**src/rtl/uart_rx8.sv**
```systemverilog
// uart_rx8: receives the fixed 8-byte 8N1 frame from tx8 and republishes it
// as d0..d7 in one atomic update with a single-cycle frame_valid pulse.
// A framing error or an over-long idle gap inside a frame drops the partial
// frame and pulses frame_err so byte 0 stays aligned.
module uart_rx8 #(
  parameter int CLKFREQ  = 50000000,
  parameter int BAUD     = 115200,
  parameter int GAP_BITS = 16
) (
  input  logic       clk,
  input  logic       rst,
  input  logic       UART_rx,
  output logic [7:0] d0,
  output logic [7:0] d1,
  output logic [7:0] d2,
  output logic [7:0] d3,
  output logic [7:0] d4,
  output logic [7:0] d5,
  output logic [7:0] d6,
  output logic [7:0] d7,
  output logic       frame_valid,
  output logic       frame_err
);

  localparam int          BAUD_CLK = CLKFREQ / BAUD;
  localparam logic [15:0] HALF     = 16'(BAUD_CLK / 2);
  localparam logic [15:0] LAST     = 16'(BAUD_CLK - 1);
  localparam logic [31:0] GAP_LIM  = 32'(GAP_BITS * BAUD_CLK);

  typedef enum logic [2:0] {IDLE, START, DATA, STOP, BRK} state_t;

  state_t      state;
  logic        rx_s1, rx_s2, rx_prev;
  logic [15:0] baud_cnt;
  logic [2:0]  bit_cnt;
  logic [7:0]  shift;
  logic [2:0]  byte_idx;
  logic [31:0] gap_cnt;
  logic [7:0]  shadow [8];

  logic rx;
  logic start_edge;
  assign rx         = rx_s2;
  assign start_edge = rx_prev & ~rx_s2;

  // Two-flop synchroniser plus one history flop for falling-edge detection.
  always_ff @(posedge clk or posedge rst) begin
    if (rst) begin
      rx_s1   <= 1'b1;
      rx_s2   <= 1'b1;
      rx_prev <= 1'b1;
    end else begin
      rx_s1   <= UART_rx;
      rx_s2   <= rx_s1;
      rx_prev <= rx_s2;
    end
  end

  // Receive FSM, byte/frame assembly and gap timeout, all outputs registered.
  // START samples at half a bit; every later sample lands one full bit after
  // the previous one (baud_cnt == LAST), i.e. mid-bit, since the counter is
  // rebased at the mid-start-bit sample.
  always_ff @(posedge clk or posedge rst) begin
    if (rst) begin
      state       <= IDLE;
      baud_cnt    <= '0;
      bit_cnt     <= '0;
      shift       <= '0;
      byte_idx    <= '0;
      gap_cnt     <= '0;
      for (int i = 0; i < 8; i++) shadow[i] <= '0;
      d0 <= '0; d1 <= '0; d2 <= '0; d3 <= '0;
      d4 <= '0; d5 <= '0; d6 <= '0; d7 <= '0;
      frame_valid <= 1'b0;
      frame_err   <= 1'b0;
    end else begin
      frame_valid <= 1'b0;
      frame_err   <= 1'b0;
      case (state)
        IDLE: begin
          baud_cnt <= '0;
          // Gap timer only matters while a frame is partially received.
          if (byte_idx != 3'd0) begin
            if (gap_cnt == GAP_LIM) begin
              frame_err <= 1'b1;
              byte_idx  <= '0;
              gap_cnt   <= '0;
            end else begin
              gap_cnt <= gap_cnt + 32'd1;
            end
          end else begin
            gap_cnt <= '0;
          end
          // A coincident timeout has already zeroed byte_idx, so the new
          // byte becomes byte 0.
          if (start_edge) begin
            state   <= START;
            gap_cnt <= '0;
          end
        end
        START: begin
          if (baud_cnt == HALF) begin
            baud_cnt <= '0;
            bit_cnt  <= '0;
            state    <= rx ? IDLE : DATA;
          end else begin
            baud_cnt <= baud_cnt + 16'd1;
          end
        end
        DATA: begin
          if (baud_cnt == LAST) begin
            baud_cnt <= '0;
            shift    <= {rx, shift[7:1]};
            bit_cnt  <= bit_cnt + 3'd1;
            if (bit_cnt == 3'd7) state <= STOP;
          end else begin
            baud_cnt <= baud_cnt + 16'd1;
          end
        end
        STOP: begin
          if (baud_cnt == LAST) begin
            baud_cnt <= '0;
            if (rx) begin
              state            <= IDLE;
              shadow[byte_idx] <= shift;
              byte_idx         <= byte_idx + 3'd1;
              if (byte_idx == 3'd7) begin
                d0 <= shadow[0]; d1 <= shadow[1]; d2 <= shadow[2]; d3 <= shadow[3];
                d4 <= shadow[4]; d5 <= shadow[5]; d6 <= shadow[6]; d7 <= shift;
                frame_valid <= 1'b1;
              end
            end else begin
              frame_err <= 1'b1;
              byte_idx  <= '0;
              state     <= BRK;
            end
          end else begin
            baud_cnt <= baud_cnt + 16'd1;
          end
        end
        BRK: begin
          // Hold off until the line is high so a break is not a false start.
          baud_cnt <= '0;
          if (rx) state <= IDLE;
        end
        default: state <= IDLE;
      endcase
    end
  end

endmodule

```
**config.mk**
```make
export PLATFORM = sky130hd
export DESIGN_NAME = uart_rx8
export DESIGN_NICKNAME = d
export VERILOG_FILES = /design/src/rtl/uart_rx8.sv
export SDC_FILE = /design/constraint.sdc
export NUM_CORES = 1
export LEC_CHECK = 0
export BUFFER_PORTS_ARGS = -buffer_cell sky130_fd_sc_hd__buf_2
export CAP_MARGIN = 5
export CORE_MARGIN = 2
export CORE_UTILIZATION = 45
export DETAILED_ROUTE_END_ITERATION = 7
export GPL_TIMING_DRIVEN = 0
export PLACE_DENSITY = 0.72
export SLEW_MARGIN = 20
export SYNTH_ARGS = -nofsm -noshare
export SYNTH_HDL_FRONTEND = slang
export SYNTH_SLANG_ARGS = --single-unit
```
**constraint.sdc**
```tcl
create_clock -name clk -period 6.32 [get_ports clk]
set_clock_uncertainty 0.1 [all_clocks]
set_input_delay 0.948 -clock clk [delete_from_list [all_inputs] [get_ports clk]]
set_output_delay 0.948 -clock clk [all_outputs]
set_load 0.01 [all_outputs]
```
==> qor.yml, run 1 <==
p_leak_uw: 0.004716
synth.yosys.seq_area_share: 0.5765
seq_power_share: 0.520
viasPerCell: 5.544
cts.path.max_buffers: 2
grt_start_max_net_pins: 109
worst-path-max-fanout: 10
routed_wl_um: 17010
yosysWarningCount: 0
num_vias: 5477
path_depth: 8
cp_top_family: "simple AND/OR/NAND/NOR gates"
cts_root_buf: "clkbuf_16"
drt-initial-drc-count: 377
pwr-share-clk: 0.444
setup_viol: 0
switching_share: 0.2323
antenna_found_initial: 0
gr-total-overflow: 0
drt-pass1-iter-count: 5
r2r_cells: 8
utilization: 0.5296
wl_per_cell_um: 17.21
r2r-end: "gap_cnt[22]"
post_cts_buffers: 0
die-width_um: 139.4
post_cts_resized: 0
rr_startpoint: "state[2]"
netlist_area_sq_mm: 0.008254
drc: 0
num-nets-final: 758
rsz0062_at_grt: "false"
slowest_delay_ns: 0.62
slowest_stage: "nor3_2"
gp_congestion: 0.8298
ys_async_sr_fraction: 1.000
p_comb_frac: 0.036
p_per_area_mw_per_mm2: 256.6
n_fill_cell: 1517
min_path_cells: 0
ys_ff_latch: 190
path_cells: "clkbuf_1, nor3_2, nand3_1, o21ba_2, buf_2, buf_2, nand2_1, a31oi_1"
clock_latency_ns: 0.43
intPower_uw: 1874
syn_inst: 658
switchingPower_uw: 567.2
ys_types: 54
cts_tree: "done"
floorplan.initialDensity: 0.4595
end_kind: "register"
start_kind: "register"
hold_class: "reg2reg"
status: "completed"
io_pins: 69
grt_pass1_vias: 5369
cts_hold_buf: 0
drive_gt1_frac: 0.3347
arrival_ns: 3.00
num_rows: 49
cp-startpoint: "state[2]"
dp_hpwl_um: 11150
final.min_clock_period_ns: 2.751
syn_to_final_growth_pct: 15.25
cp_num_buf_inv: 3
max_freq_mhz: 363.5
critical_path_class: "reg2reg"
vdd_drop_max_uv: 219.7
antenna_left: 0
rrSetupSlack_ns: 3.57
crit_end: "gap_cnt[22]"
synthTopCellsByArea: "dfrtp_1 57%, mux2_2 17%, nand2_1 2.0%"
syn_area_per_cell_sq_um: 12.54
port_buffers: 68
slew_headroom: 0.3821
synth_top_cell_by_area: "dfrtp_1"
hold_viol_final: 0
synth-edff-count: 0
core-area_sq_mm: 0.01796
grt_pass1_wl_um: 28240
crit_path_frequent_cell: "buf_2"
hold_ws_ns: 0.2570
clk_pin_slew_worst_paths_ns: 0.07
finalCritPeriodShare: 0.4353
syn_nets: 670
ys.flop_type: "dfrtp_1"
cts.sinks: 190
drv_slew: 0
h-tree-depth: 4
diodes: 0
synth_top_area_frac: 0.5669
worstMarginPinSlew_ns: 0.9198
critPathRequiredTime_ns: 6.57
cts_buffers: 17
die_h_um: 139.4
grt_util_all_layers: 0.1829
die_area_sq_mm: 0.01944
cap_viol_max_count: 0
==> cells in the final DEF, fill, tap and decap left out, types with 4 or more instances in the layout <==
master,Yosys,routed
a21o_1,5,5
a21oi_1,13,13
a31oi_1,19,19
and3_1,7,7
and4_1,4,4
buf_1,7,7
buf_2,4,72
buf_6,6,6
clkbuf_1,15,16
clkbuf_16,0,17
dfrtp_1,187,187
ha_1,9,9
inv_1,12,11
inv_6,0,4
mux2_2,128,128
nand2_1,43,43
nand2b_1,6,6
nand3_1,29,29
nand4_1,19,19
nor2_1,32,32
nor3_1,12,12
nor4_1,7,7
o21ai_0,15,15
or4_1,4,4
xnor2_1,7,7
xor2_1,11,11
==> cells by family after synthesis <==
logic type	count (synthesis)	share of synthesized area
AOI/OAI and AO/OA	76	0.06003
xor gates and xnor gates	18	0.01910
adders and majority gates	9	0.01364
buffers and inverters	47	0.02850
DFF	190	0.5765
muxes	131	0.1786
and+or+nand+nor	187	0.1237
==> how the worst min path moves through the flow <==
stage                     start  to  slack [ns]
after detailed placement  rx_s1  rx        0.25
final                     rx_s1  rx        0.26
after CTS                 rx_s1  rx        0.26
after global routing      rx_s1  rx        0.26
after floorplan           rx_s1  rx        0.25
after global placement    rx_s1  rx        0.25
==> power by group through the flow <==
stage / clock [uW] / sequential [uW] / combinational [uW]
6_report: 1080 / 1270 / 87.0
4_1_cts: 1100 / 1270 / 89.7
2_1_floorplan: 0 / 1290 / 70.6
3_3_place_gp: 0 / 1290 / 84.7
3_5_place_dp: 0 / 1290 / 89.6
5_1_grt: 1160 / 1270 / 103
==> per-layer routing <==
metal / GRT usage / up-vias / share of wire
li1: - / 2575 / -
met1: 0.2643 / 2793 / 0.48
met2: 0.2802 / 92 / 0.47
met3: 0.03476 / 17 / 0.032
met4: 0.06061 / 0 / 0.014
met5: 0 / - / 0
==> sequential cells by signal (all words and copies together), names as in the netlist <==
name         count
rx               1
frame_valid      1
state            3
d3               8
byte_idx         3
d5               8
bit_cnt          3
d0               8
shadow          56
rx_prev          1
d2               8
d1               8
d7               8
gap_cnt         32
rx_s1            1
baud_cnt        16
d6               8
d4               8
shift            8
frame_err        1
==> cells in the mapped netlist (2+ instances only) <==
master    number
o21ai_0       15
nor4_1         7
buf_2          4
a41oi_1        2
a31oi_1       19
or3_1          3
buf_6          6
and2_1         3
ha_1           9
nand3_2        2
or4_1          4
a21oi_1       13
nor3_1        12
inv_1         12
buf_1          7
o211ai_1       3
xor2_1        11
nor4bb_1       3
nand3_1       29
nand4_1       19
nand2b_1       6
dfrtp_1      187
nor3_2         2
and4_1         4
mux2_2       128
nor2b_1        3
nor2_1        32
and3_1         7
a211oi_1       2
o21bai_1       3
a21o_1         5
dfstp_2        3
a22o_1         3
o311ai_0       3
mux2_1         2
xnor2_1        7
buf_4          2
nor4b_1        3
o31a_1         2
nand2_1       43
clkbuf_1      15
==> metrics by stage <==
step / area (sq um) / instances / worst slack [ns] / setup TNS, ns / total power, uW
3_3_place_gp: 8881 / 955 / -1.992 / -370.05 / 1378
3_5_place_dp: 8916 / 956 / 3.581 / 0 / 1382
5_1_grt: 9513 / 988 / 3.359 / 0 / 2533
6_report: 9513 / 988 / 3.569 / 0 / 2441
4_1_cts: 9513 / 988 / 3.552 / 0 / 2462
2_1_floorplan: 8254 / 658 / 0.1065 / 0 / 1357
==> final cells by class <==
cell class	count	area [sq um]	area share
repair buffers	69	367.9	0.03867
clock buffers	19	442.9	0.04656
well taps	229	286.5	0.03012
plain buffers	35	190.2	0.01999
multi-input cells	421	3261	0.3428
flip-flops and latches	190	4758	0.5002
inverters	12	52.55	0.005524
clock inverters	13	153.9	0.01618
Power figures use the tool's default switching activity.
==> run 2, diff against run 1 <==
PLACE_DENSITY = 0.7   (was 0.72)
clock period = 2.6 ns   (was 6.32 ns; I/O delays follow)
==> qor.yml, run 2 (synthesis results as in run 1) <==
p_per_area_mw_per_mm2: 613.6  # +140%
end_kind: "register"
viasPerCell: 5.574  # +0.56%
rrSetupSlack_ns: 0.16  # -3.41 ns
grt_pass1_wl_um: 29320  # +3.8%
cts_root_buf: "clkbuf_16"
worstMarginPinSlew_ns: 0.7478  # -0.1720 ns
top_register: "shadow"
layout_common_cells: "187 x dfrtp_1, 128 x mux2_2, 72 x buf_2"
dp_hpwl_um: 11870  # +6.5%
vdd_drop_max_uv: 540.2  # +150%
syn_to_final_growth_pct: 17.77
grt_util_all_layers: 0.1877  # +0.004817
setup_tns_ns: 0  # unchanged
clk_pin_slew_worst_paths_ns: 0.07  # about the same
gp_congestion: 0.8904  # +7.3%
p_leak_uw: 0.004841  # +2.7%
status: "completed"
grt_pass1_vias: 5694  # +6.1%
routed_wl_um: 17360  # +2.1%
layout_commonest_cell: "dfrtp_1"
die-width_um: 139.4  # unchanged
clock_latency_ns: 0.43  # about the same
io_pins: 69  # unchanged
crit_path_frequent_cell: "nand3_1"
reg_top3: "shadow: 56 flops, gap_cnt: 32 flops, baud_cnt: 16 flops"
gr-total-overflow: 0  # unchanged
wl_met3_um: 600  # +8.9%
cts.sinks: 190  # unchanged
dr_wl_met2_um: 8494  # +5.4%
num-nets-final: 771  # +1.7%
die_h_um: 139.4  # unchanged
max_freq_mhz: 410.3  # +13%
cts.path.max_buffers: 2  # unchanged
hold_viol_final: 0  # unchanged
port_buffers: 68  # unchanged
num_rows: 49  # unchanged
finalCritPeriodShare: 0.9375  # +0.5021
path_cells: "ha_1, nand3_1, nor4_4, nand2_1, or4_1, nand3_1"
largest_reg_flops: 56  # unchanged
cp_top_family: "simple AND/OR/NAND/NOR gates"
wl_per_cell_um: 17.34  # +0.73%
utilization: 0.5411  # +0.01156
cap_viol_max_count: 0  # unchanged
multiInputGateArea_sq_mm: 0.003299  # +1.2%
num_vias: 5580  # +1.9%
drc: 0  # unchanged
drv_slew: 0  # unchanged
n_fill_cell: 1496  # -1.4%
slowest_stage: "nor4_4"
final.min_clock_period_ns: 2.437  # -0.3138 ns
seq_area_sq_mm: 0.004758  # unchanged
slew_headroom: 0.5015  # +0.1194
core-area_sq_mm: 0.01796  # unchanged
drive_gt1_frac: 0.3562  # +0.02157
floorplan.initialDensity: 0.4595  # unchanged
slowest_delay_ns: 0.53  # -0.09 ns
start_kind: "register"
cp_num_buf_inv: 0  # -3
critPathRequiredTime_ns: 2.87  # -3.70 ns
drt-pass1-iter-count: 5  # unchanged
routed.top_layer: "met4"
antenna_left: 0  # unchanged
setup_viol: 0  # unchanged
cts_tree: "done"
cts_buffers: 17  # unchanged
diodes: 0  # unchanged
wl_met1_um: 8028  # -1.5%
die_area_sq_mm: 0.01944  # unchanged
drt-initial-drc-count: 419  # +11%
worst-path-max-fanout: 9  # -1
arrival_ns: 2.70  # -0.30 ns
hold_class: "reg2reg"
critical_path_class: "reg2reg"
h-tree-depth: 4  # unchanged
antenna_found_initial: 0  # unchanged
grt_start_max_net_pins: 39  # -64%
==> run 2: power by group <==
part / internal [uW] / switching [uW] / total (uW)
clock: 1400 / 1220 / 2620
combinational: 106 / 150 / 256
sequential: 3010 / 78.2 / 3090
==> run 2: path summary, 6_finish.rpt <==
kind,from,end,depth (start not counted)
max,gap_cnt[0],gap_cnt[24],6
min,rx_s1,rx,0
max reg2reg,gap_cnt[0],gap_cnt[24],6
min reg2reg,rx_s1,rx,0
max in group asynchronous,rst,rx_s1,6
min in group asynchronous,rst,shadow[36],3
==> run 2: metrics by stage <==
stage	instances	worst slack [ns]	total power (uW)	hold WS, ns	area (sq um)
after detailed placement	960	-0.1254	3380	0.2509	8992
after global placement	955	-1.267	3343	0.2468	8885
after global routing	1001	-0.02110	6205	0.2640	9721
after floorplan	658	-0.3360	3299	0.2452	8258
after CTS	999	0.008872	6020	0.2601	9671
final	1001	0.1626	5965	0.2577	9721
==> run 2: worst reg2reg max path, cell delays in order, from the launching register on <==
cell and delay (ns):
dfrtp_1 0.43, ha_1 0.22, nand3_1 0.28, nor4_4 0.53, nand2_1 0.21, or4_1 0.51, nand3_1 0.10
==> run 2: repair_timing <==
item,4_1_cts,5_1_grt
cloned,0,0
hold buffers,2,0
endpoints found under the hold margin,34,0
endpoints found under the setup margin,108,92
resized for setup,3,6
pin swaps,2,3
setup buffers,5,5
==> run 2: cell type report <==
| type | count | area share |
|---|---|---|
| Clock inverter | 14 | 0.01699 |
| Multi-Input combinational cell | 421 | 0.3394 |
| Buffer | 32 | 0.01854 |
| Timing Repair Buffer | 85 | 0.05586 |
| Tap cell | 229 | 0.02948 |
| Clock buffer | 18 | 0.04518 |
| Sequential cell | 190 | 0.4895 |
| Inverter | 12 | 0.005020 |
==> run 2: per-layer routing <==
layer  vias up  global-route usage
met5         -                   0
met4         0             0.05954
met3        16             0.03510
met2       123              0.3016
met1      2857              0.2605
li1       2584                   -
